==> config.mk <==
export PLATFORM = sky130hd
export DESIGN_NAME = ocs_ctrl_rx_parser
export DESIGN_NICKNAME = d
export VERILOG_FILES = /design/src/rtl/ocs_ctrl_rx_parser.sv
export SDC_FILE = /design/constraint.sdc
export NUM_CORES = 1
export LEC_CHECK = 0
export ABC_AREA = 1
export ABC_CLOCK_PERIOD_IN_PS = 2610
export BUFFER_PORTS_ARGS = -buffer_cell sky130_fd_sc_hd__buf_2
export CAP_MARGIN = 20
export CORE_AREA = 2 2 185 187
export DETAILED_ROUTE_END_ITERATION = 7
export DIE_AREA = 0 0 187 189
export GPL_ROUTABILITY_DRIVEN = 0
export MAX_ROUTING_LAYER = met4
export PLACE_DENSITY = 0.67
export SLEW_MARGIN = 20
export SYNTH_ARGS = -nofsm -noshare
export SYNTH_HDL_FRONTEND = slang
export SYNTH_SLANG_ARGS = --single-unit
==> constraint.sdc <==
create_clock -name i_clk -period 2.61 [get_ports i_clk]
set_clock_uncertainty 0.15 [all_clocks]
set_input_delay 0.1305 -clock i_clk [delete_from_list [all_inputs] [get_ports i_clk]]
set_output_delay 0.1305 -clock i_clk [all_outputs]
set_load 0.005 [all_outputs]
==> src/rtl/ocs_ctrl_rx_parser.sv <==
// ocs_ctrl_rx_parser: decodes OCS control/time-sync frames from a 64-bit RX AXI-Stream (no backpressure).
// Inputs : i_clk, i_rst_n (async active-low), i_rx_axis_{tvalid,tdata,tlast,tkeep,tuser}
// Outputs: o_recv_time_stamp/o_recv_ts_valid (code 01), o_recv_return_ts/o_recv_return_valid (code 02),
//          o_recv_std_time/o_recv_std_valid (code 03), o_chnl_ready/o_cur_slot_id/o_syn_start (code 04),
//          o_good_cnt/o_drop_cnt (saturating frame counters)
module ocs_ctrl_rx_parser #(
  parameter logic [15:0] P_SLOT_ID_TYPE = 16'hff03,
  parameter logic [47:0] P_MY_MAC       = 48'h8DBC_5C4A_1A1F,
  parameter int          P_MIN_BEATS    = 3
) (
  input  logic        i_clk,
  input  logic        i_rst_n,
  input  logic        i_rx_axis_tvalid,
  input  logic [63:0] i_rx_axis_tdata,
  input  logic        i_rx_axis_tlast,
  input  logic [7:0]  i_rx_axis_tkeep,
  input  logic        i_rx_axis_tuser,
  output logic [63:0] o_recv_time_stamp,
  output logic        o_recv_ts_valid,
  output logic [63:0] o_recv_return_ts,
  output logic        o_recv_return_valid,
  output logic [63:0] o_recv_std_time,
  output logic        o_recv_std_valid,
  output logic [7:0]  o_chnl_ready,
  output logic        o_cur_slot_id,
  output logic        o_syn_start,
  output logic [15:0] o_good_cnt,
  output logic [15:0] o_drop_cnt
);
  typedef enum logic [2:0] {S_SYNC, S_IDLE, S_HDR1, S_PAYLOAD, S_DRAIN} state_t;
  state_t r_state, w_next;
  logic        r_mac_ok;
  logic [15:0] r_type;
  logic [7:0]  r_code, r_chnl, r_beats;
  logic [63:0] r_payload;
  logic        w_end, w_commit, w_short, w_good, w_drop, w_unused;
  logic [8:0]  w_cnt;
  logic [63:0] w_payload;
  assign w_end    = i_rx_axis_tvalid & i_rx_axis_tlast;
  assign w_commit = w_end & (r_state == S_PAYLOAD || r_state == S_DRAIN);
  assign w_short  = w_end & (r_state == S_IDLE || r_state == S_HDR1);
  // beats seen so far including the current tlast beat
  assign w_cnt     = {1'b0, r_beats} + 9'd1;
  // a frame ending on its payload beat commits straight from the bus
  assign w_payload = (r_state == S_PAYLOAD) ? i_rx_axis_tdata : r_payload;
  assign w_good    = w_commit & r_mac_ok & (r_type == P_SLOT_ID_TYPE) & (r_code >= 8'h01) &
                     (r_code <= 8'h04) & ~i_rx_axis_tuser & (w_cnt >= 9'(P_MIN_BEATS));
  assign w_drop    = w_short | (w_commit & ~w_good);
  assign w_unused  = ^i_rx_axis_tkeep;
  always_ff @(posedge i_clk or negedge i_rst_n)
    if (!i_rst_n) r_state <= S_SYNC;
    else          r_state <= w_next;
  always_comb begin
    w_next = r_state;
    if (i_rx_axis_tvalid)
      case (r_state)
        S_SYNC:    w_next = i_rx_axis_tlast ? S_IDLE : S_SYNC;
        S_IDLE:    w_next = i_rx_axis_tlast ? S_IDLE : S_HDR1;
        S_HDR1:    w_next = i_rx_axis_tlast ? S_IDLE : S_PAYLOAD;
        S_PAYLOAD: w_next = i_rx_axis_tlast ? S_IDLE : S_DRAIN;
        S_DRAIN:   w_next = i_rx_axis_tlast ? S_IDLE : S_DRAIN;
        default:   w_next = S_SYNC;
      endcase
  end
  always_ff @(posedge i_clk or negedge i_rst_n)
    if (!i_rst_n) begin
      r_mac_ok            <= 1'b0;
      r_type              <= '0;
      r_code              <= '0;
      r_chnl              <= '0;
      r_beats             <= '0;
      r_payload           <= '0;
      o_recv_time_stamp   <= '0;
      o_recv_ts_valid     <= 1'b0;
      o_recv_return_ts    <= '0;
      o_recv_return_valid <= 1'b0;
      o_recv_std_time     <= '0;
      o_recv_std_valid    <= 1'b0;
      o_chnl_ready        <= '0;
      o_cur_slot_id       <= 1'b0;
      o_syn_start         <= 1'b0;
      o_good_cnt          <= '0;
      o_drop_cnt          <= '0;
    end else begin
      o_recv_ts_valid     <= w_good && r_code == 8'h01;
      o_recv_return_valid <= w_good && r_code == 8'h02;
      o_recv_std_valid    <= w_good && r_code == 8'h03;
      if (i_rx_axis_tvalid && r_state == S_IDLE) begin
        r_mac_ok <= i_rx_axis_tdata[63:16] == P_MY_MAC || i_rx_axis_tdata[63:16] == 48'hFFFF_FFFF_FFFF;
        r_beats  <= 8'd1;
      end else if (i_rx_axis_tvalid && r_beats != 8'hFF)
        r_beats <= r_beats + 8'd1;
      if (i_rx_axis_tvalid && r_state == S_HDR1) begin
        r_type <= i_rx_axis_tdata[31:16];
        r_code <= i_rx_axis_tdata[15:8];
        r_chnl <= i_rx_axis_tdata[7:0];
      end
      if (i_rx_axis_tvalid && r_state == S_PAYLOAD) r_payload <= i_rx_axis_tdata;
      if (w_good && r_code == 8'h01) o_recv_time_stamp <= w_payload;
      if (w_good && r_code == 8'h02) o_recv_return_ts <= w_payload;
      if (w_good && r_code == 8'h03) o_recv_std_time <= w_payload;
      if (w_good && r_code == 8'h04) begin
        o_chnl_ready  <= r_chnl;
        o_cur_slot_id <= w_payload[0];
        o_syn_start   <= ~w_payload[0];
      end
      if (w_good && o_good_cnt != 16'hFFFF) o_good_cnt <= o_good_cnt + 16'd1;
      if (w_drop && o_drop_cnt != 16'hFFFF) o_drop_cnt <= o_drop_cnt + 16'd1;
    end
endmodule

==> results of run 1 <==
## sequential cells by signal (all words and copies together), names as in the netlist
| signal | cells |
|---|---|
| o_good_cnt | 16 |
| r_code | 8 |
| o_recv_ts_valid | 1 |
| o_cur_slot_id | 1 |
| o_recv_time_stamp | 64 |
| o_recv_std_time | 64 |
| o_recv_std_valid | 1 |
| r_beats | 8 |
| r_type | 16 |
| o_recv_return_valid | 1 |
| o_syn_start | 1 |
| r_mac_ok | 1 |
| o_chnl_ready | 8 |
| r_chnl | 8 |
| r_state | 3 |
| r_payload | 64 |
| o_drop_cnt | 16 |
| o_recv_return_ts | 64 |
## Yosys cell counts, drive strengths merged
| cell | n | share of area (%) |
|---|---|---|
| ha | 4 | 0.34 |
| o211ai | 1 | 0.051 |
| o21bai | 1 | 0.051 |
| o21ai | 359 | 12 |
| nor2 | 46 | 1.5 |
| inv | 123 | 3.1 |
| nor4 | 22 | 1.0 |
| o22ai | 3 | 0.13 |
| nand3 | 53 | 1.8 |
| nor4b | 1 | 0.059 |
| xnor2 | 4 | 0.24 |
| nor3 | 16 | 0.54 |
| or2 | 1 | 0.042 |
| a211oi | 1 | 0.051 |
| nand4 | 31 | 1.3 |
| clkbuf | 41 | 1.1 |
| buf | 44 | 2.7 |
| nand2b | 1 | 0.042 |
| xor2 | 22 | 1.3 |
| dfrtp | 345 | 59 |
| o32ai | 1 | 0.059 |
| nand2 | 524 | 14 |
## cell families after synthesis
group                    after synthesis  synth area share [%]
AO/OA/AOI/OAI                        366                  12.5
XOR/XNOR                              26                  1.54
buffers and inverters                208                  6.91
AND/OR/NAND/NOR                      695                  20.2
adder cells (fa/ha/maj)                4                 0.339
flip-flops                           345                  58.5
## path summary, 6_finish.rpt
| kind | endpoint | slack [ps] | depth (start not counted) |
|---|---|---|---|
| max | o_recv_time_stamp[31] | 220 | 13 |
| min | o_good_cnt[11] | 60 | 2 |
| max reg2reg | o_recv_time_stamp[31] | 220 | 13 |
| min reg2reg | o_recv_time_stamp[63] | 330 | 2 |
| max in group asynchronous | o_recv_return_ts[15] | 1380 | 3 |
| min in group i_clk | r_payload[55] | 310 | 4 |
## layer usage
metal  share of wire (%)  global-route usage, %  vias to the layer above  routed length (um)
li1                    -                      -                     6105                   -
met1                  45                   30.6                     5904               17500
met2                  48                   36.9                      327               18500
met3                 5.4                   3.93                       58                2110
met4                 2.0                   4.91                        0                 758
met5                   0                      -                        -                   0
## area by class of cell
class,instances,area [um^2]
flip-flops and latches,345,8630
clock inverters,13,148
diodes,1,2.50
clock buffers,53,1080
inverters,123,464
repair buffers,408,2650
fillers,3039,14600
multi-input cells,1091,5110
well taps,448,561
## timing repair
item                                   4_1_cts  5_1_grt
setup endpoints to repair                    0        0
hold buffers                                69        0
endpoints found under the hold margin      495        0
## metrics by stage
step / instance area (um^2) / power, mW / cells / setup WS (ps) / hold WS, ps
6_report: 18600 / 14.4 / 2482 / 217 / 57.4
5_1_grt: 18600 / 15.2 / 2482 / 11.7 / 103
4_1_cts: 18600 / 14.5 / 2481 / 213 / 67.2
3_5_place_dp: 16700 / 9.08 / 2346 / 253 / 5.65
3_3_place_gp: 16700 / 8.95 / 2346 / 298 / 2.47
2_1_floorplan: 14800 / 8.17 / 1644 / 551 / -315
## power by group
| part | switching, mW | internal, mW | total, mW |
|---|---|---|---|
| combinational | 1.60 | 0.819 | 2.42 |
| sequential | 0.515 | 6.15 | 6.67 |
| clock | 2.11 | 3.18 | 5.29 |
| total | 4.23 | 10.2 | 14.4 |
## critical path: stages (launching register included)
cell and delay [ps]:
dfrtp_1 420, inv_1 90, ha_1 310, o21bai_1 70, nor2_1 120, nand3_1 100
nor2_2 160, nand2_4 80, nand2_8 80, inv_2 50, nand2_4 180, buf_12 260
nand2_1 100, o21ai_1 90
==> flow_summary.toml, run 1 <==
[run_status]
status = "finished clean"

[clock_tree]
clock-sinks = 345
cts_tree = "yes"
cts_buffers = 38
ctsHtreeMaxLevel = 2
clkTransAtPathRegs_ps = 60
cts_resized = 0
cts-root-buf = "clkbuf_16"
post_cts_buffers = 0
clk_latency_ps = 510
cts_buffer_depth = 3

[global_routing]
grt_pass1_wl_um = 64200
overflow = 0
antenna_found_initial = 1
track_usage_pct = 22.9
grt_pass1_vias = 12100
grt_max_degree = 70

[placed_design]
io_buffers = 305
hpwl_um = 26900

[layout]
mostFrequentLayoutCell = "nand2_1"
areaGrowthSynthToFinish_pct = 26.4
fin_util_pct = 56.0
final_cell_mix = "509 x nand2_1, 345 x dfrtp_1, 304 x buf_2, 187 x o21ai_0, 172 x o21ai_1"
drive_gt1_share_pct = 21.1
num-nets-final = 2088

[route]
first_iter_violations = 742
drc = 0
vias = 12400
wl_per_cell_um = 15.7
firstDrtPassIters = 5
vias_per_cell = 4.99
routed_wl_um = 38900
ant_nets = 0

[floorplanning]
die_h_um = 189
ioPinCount = 314
coreArea_mm2 = 0.0333
die_area_mm2 = 0.0353
initial_core_util_pct = 44.3
rows = 67
fp.dieW_um = 187

[sta]
min_period_over_period_pct = 91.7
rsz0062_at_grt = "no"
fmax_ghz = 0.418
worst_slew_pin_slew_ps = 654
finalMaxSlewViolations = 0
tns_ps = 0
slew_headroom_pct = 55.9
min_period_ps = 2390
setup_violations = 0
finalHoldViolCount = 0

[logic_synthesis]
netlist_area_mm2 = 0.0148
ys_seq_area_share_pct = 58.5
synth_cell_type_count = 35
yosys_warnings = 0
mappedNetlistNets = 1725
syn_area_per_cell_um2 = 8.97
synth_cells = 1644
yosys_register_bits = 345

[worst_setup_path]
crit_required_ps = 2890
worst-path-max-fanout = 56
endpoint_kind = "flip-flop"
cp-start-kind = "flip-flop"
cp.arrival_ps = 2680
reg2reg_from = "r_beats[0]"
startpoint = "r_beats[0]"
crit_type = "reg2reg"

[flow_run]
cap_violations = 0

[power]
powerDensity_mw_per_mm2 = 771
leakagePower_nw = 9.66
ir_drop_mv = 0.403

[min_path]
hold_path_class = "in2async"
Note: power is estimated with default switching activity, not from simulation.
==> run 2, diff against run 1 <==
--- a/config.mk
+++ b/config.mk
@@ -6,7 +6,7 @@
 export NUM_CORES = 1
 export LEC_CHECK = 0
 export ABC_AREA = 1
-export ABC_CLOCK_PERIOD_IN_PS = 2610
+export ABC_CLOCK_PERIOD_IN_PS = 2850
 export BUFFER_PORTS_ARGS = -buffer_cell sky130_fd_sc_hd__buf_2
 export CAP_MARGIN = 20
 export CORE_AREA = 2 2 185 187
==> constraint.sdc (replaced) <==
create_clock -name i_clk -period 2.85 [get_ports i_clk]
set_clock_uncertainty 0.15 [all_clocks]
set_input_delay 0.1425 -clock i_clk [delete_from_list [all_inputs] [get_ports i_clk]]
set_output_delay 0.1425 -clock i_clk [all_outputs]
set_load 0.005 [all_outputs]
==> run 2 against run 1 <==
Register-to-register slack improved by 30 ps. Sequential cell count unchanged. Setup slack better by 27 ps. Critical path type unchanged. Critical endpoint is now o_recv_time_stamp[24]. Largest power group unchanged.
==> flow_summary.toml, run 2 (synthesis gave the netlist of run 1 again) <==
[run_status]
status = "finished clean"

[layout]
drive_gt1_share_pct = 20.8
final_cell_mix = "509 x nand2_1, 345 x dfrtp_1, 304 x buf_2, 187 x o21ai_0, 172 x o21ai_1"
num-nets-final = 2085
n_antenna_cell = 0
areaGrowthSynthToFinish_pct = 26.2
mostFrequentLayoutCell = "nand2_1"
final_cells = 2482
fin_util_pct = 55.9

[worst_setup_path]
crit_required_ps = 3130
endpoint_kind = "flip-flop"
crit_type = "reg2reg"
cp.arrival_ps = 2890
worst-path-max-fanout = 56
cp-start-kind = "flip-flop"

[placed_design]
hpwl_um = 26800
place_inst = 2343
pre_cts_slack_ps = 288
io_buffers = 305

[route]
vias = 12400
vias_per_cell = 5.01
first_iter_violations = 724
firstDrtPassIters = 6
wl_per_cell_um = 15.7
ant_nets = 0
drc = 0
routed_wl_um = 38900

[clock_tree]
cts_resized = 0
cts_buffer_depth = 3
post_cts_buffers = 0
clkTransAtPathRegs_ps = 60
cts_buffers = 38
ctsHtreeMaxLevel = 2
cts_tree = "yes"
clock-sinks = 345
clk_latency_ps = 520
holdBufCountCts = 69
cts-root-buf = "clkbuf_16"

[sta]
min_period_over_period_pct = 91.4
finalHoldViolCount = 0
worst_slew_pin_slew_ps = 966
setup_violations = 0
fmax_ghz = 0.384
slew_headroom_pct = 35.4
rsz0062_at_grt = "no"
finalMaxSlewViolations = 0
tns_ps = 0
min_period_ps = 2610
fin_hold_ws_ps = 155
timing.final.ws_setup_ps = 244

[power]
ir_drop_mv = 0.423
p_seq_share_pct = 46.6
combPwrFrac_pct = 16.4
switching_power_mw = 3.84
leakagePower_nw = 9.62
clockPowerShare_pct = 37.0
swShare_pct = 29.3
p_int_mw = 9.26
powerDensity_mw_per_mm2 = 704

[floorplanning]
initial_core_util_pct = 44.3
fp.dieW_um = 187
coreArea_mm2 = 0.0333
ioPinCount = 314
die_area_mm2 = 0.0353
rows = 67
die_h_um = 189

[global_routing]
track_usage_pct = 22.7
grt_pass1_wl_um = 63600
antenna_found_initial = 0
grt_pass1_vias = 12200
overflow = 0
grt_max_degree = 101

[flow_run]
cap_violations = 0

[min_path]
hold_path_class = "in2async"
==> run 2: power groups by stage <==
stage / Combinational, mW / Sequential, mW / Clock, mW
CTS: 2.17 / 6.10 / 4.97
global placement: 2.03 / 6.14 / 0
global route: 2.50 / 6.20 / 5.19
finish: 2.15 / 6.11 / 4.85
detailed placement: 2.09 / 6.17 / 0
floorplan: 1.43 / 6.06 / 0
==> run 2: layout make-up <==
class / instances / area [um^2]
multi-input cells: 1091 / 5110
fillers: 2972 / 14700
inverters: 123 / 464
well taps: 448 / 561
flip-flops and latches: 345 / 8630
clock inverters: 10 / 128
clock buffers: 60 / 1120
repair buffers: 405 / 2580
==> run 2: worst max-delay path: stages (launching register included) <==
cell and delay (ps):
dfrtp_1 410, inv_1 90, ha_1 300, o21bai_1 70, nor2_1 110, nand3_1 90
nor2_2 160, nand2_4 170, nand2_8 130, inv_2 50, nand2_4 230, buf_12 270
nand2_1 100, o21ai_1 130
==> run 2: path summary, 6_finish.rpt <==
| check | slack, ps | from | to | cells past startpoint |
|---|---|---|---|---|
| worst max-delay path | 240 | r_beats[0] | o_recv_time_stamp[24] | 13 |
| worst min-delay path | 160 | i_rst_n | o_good_cnt[11] | 2 |
| worst max register to register | 240 | r_beats[0] | o_recv_time_stamp[24] | 13 |
| worst min register to register | 330 | r_payload[30] | r_payload[30] | 2 |
| max in group asynchronous | 1550 | i_rst_n | o_recv_return_ts[44] | 3 |
| min in group i_clk | 310 | i_rx_axis_tdata[35] | r_payload[35] | 4 |
==> run 2: routing by layer <==
metal,track usage [%],vias to the layer above,routed length [um]
li1,-,6104,-
met1,29.9,5934,17400
met3,4.28,54,2280
met5,-,-,0
met2,36.5,347,18300
met4,6.04,0,837
==> run 2: per-stage QoR <==
| step | power (mW) | area (um^2) |
|---|---|---|
| 2_1_floorplan | 7.49 | 14800 |
| 3_3_place_gp | 8.17 | 16700 |
| 3_5_place_dp | 8.26 | 16700 |
| 4_1_cts | 13.2 | 18600 |
| 5_1_grt | 13.9 | 18600 |
| 6_report | 13.1 | 18600 |
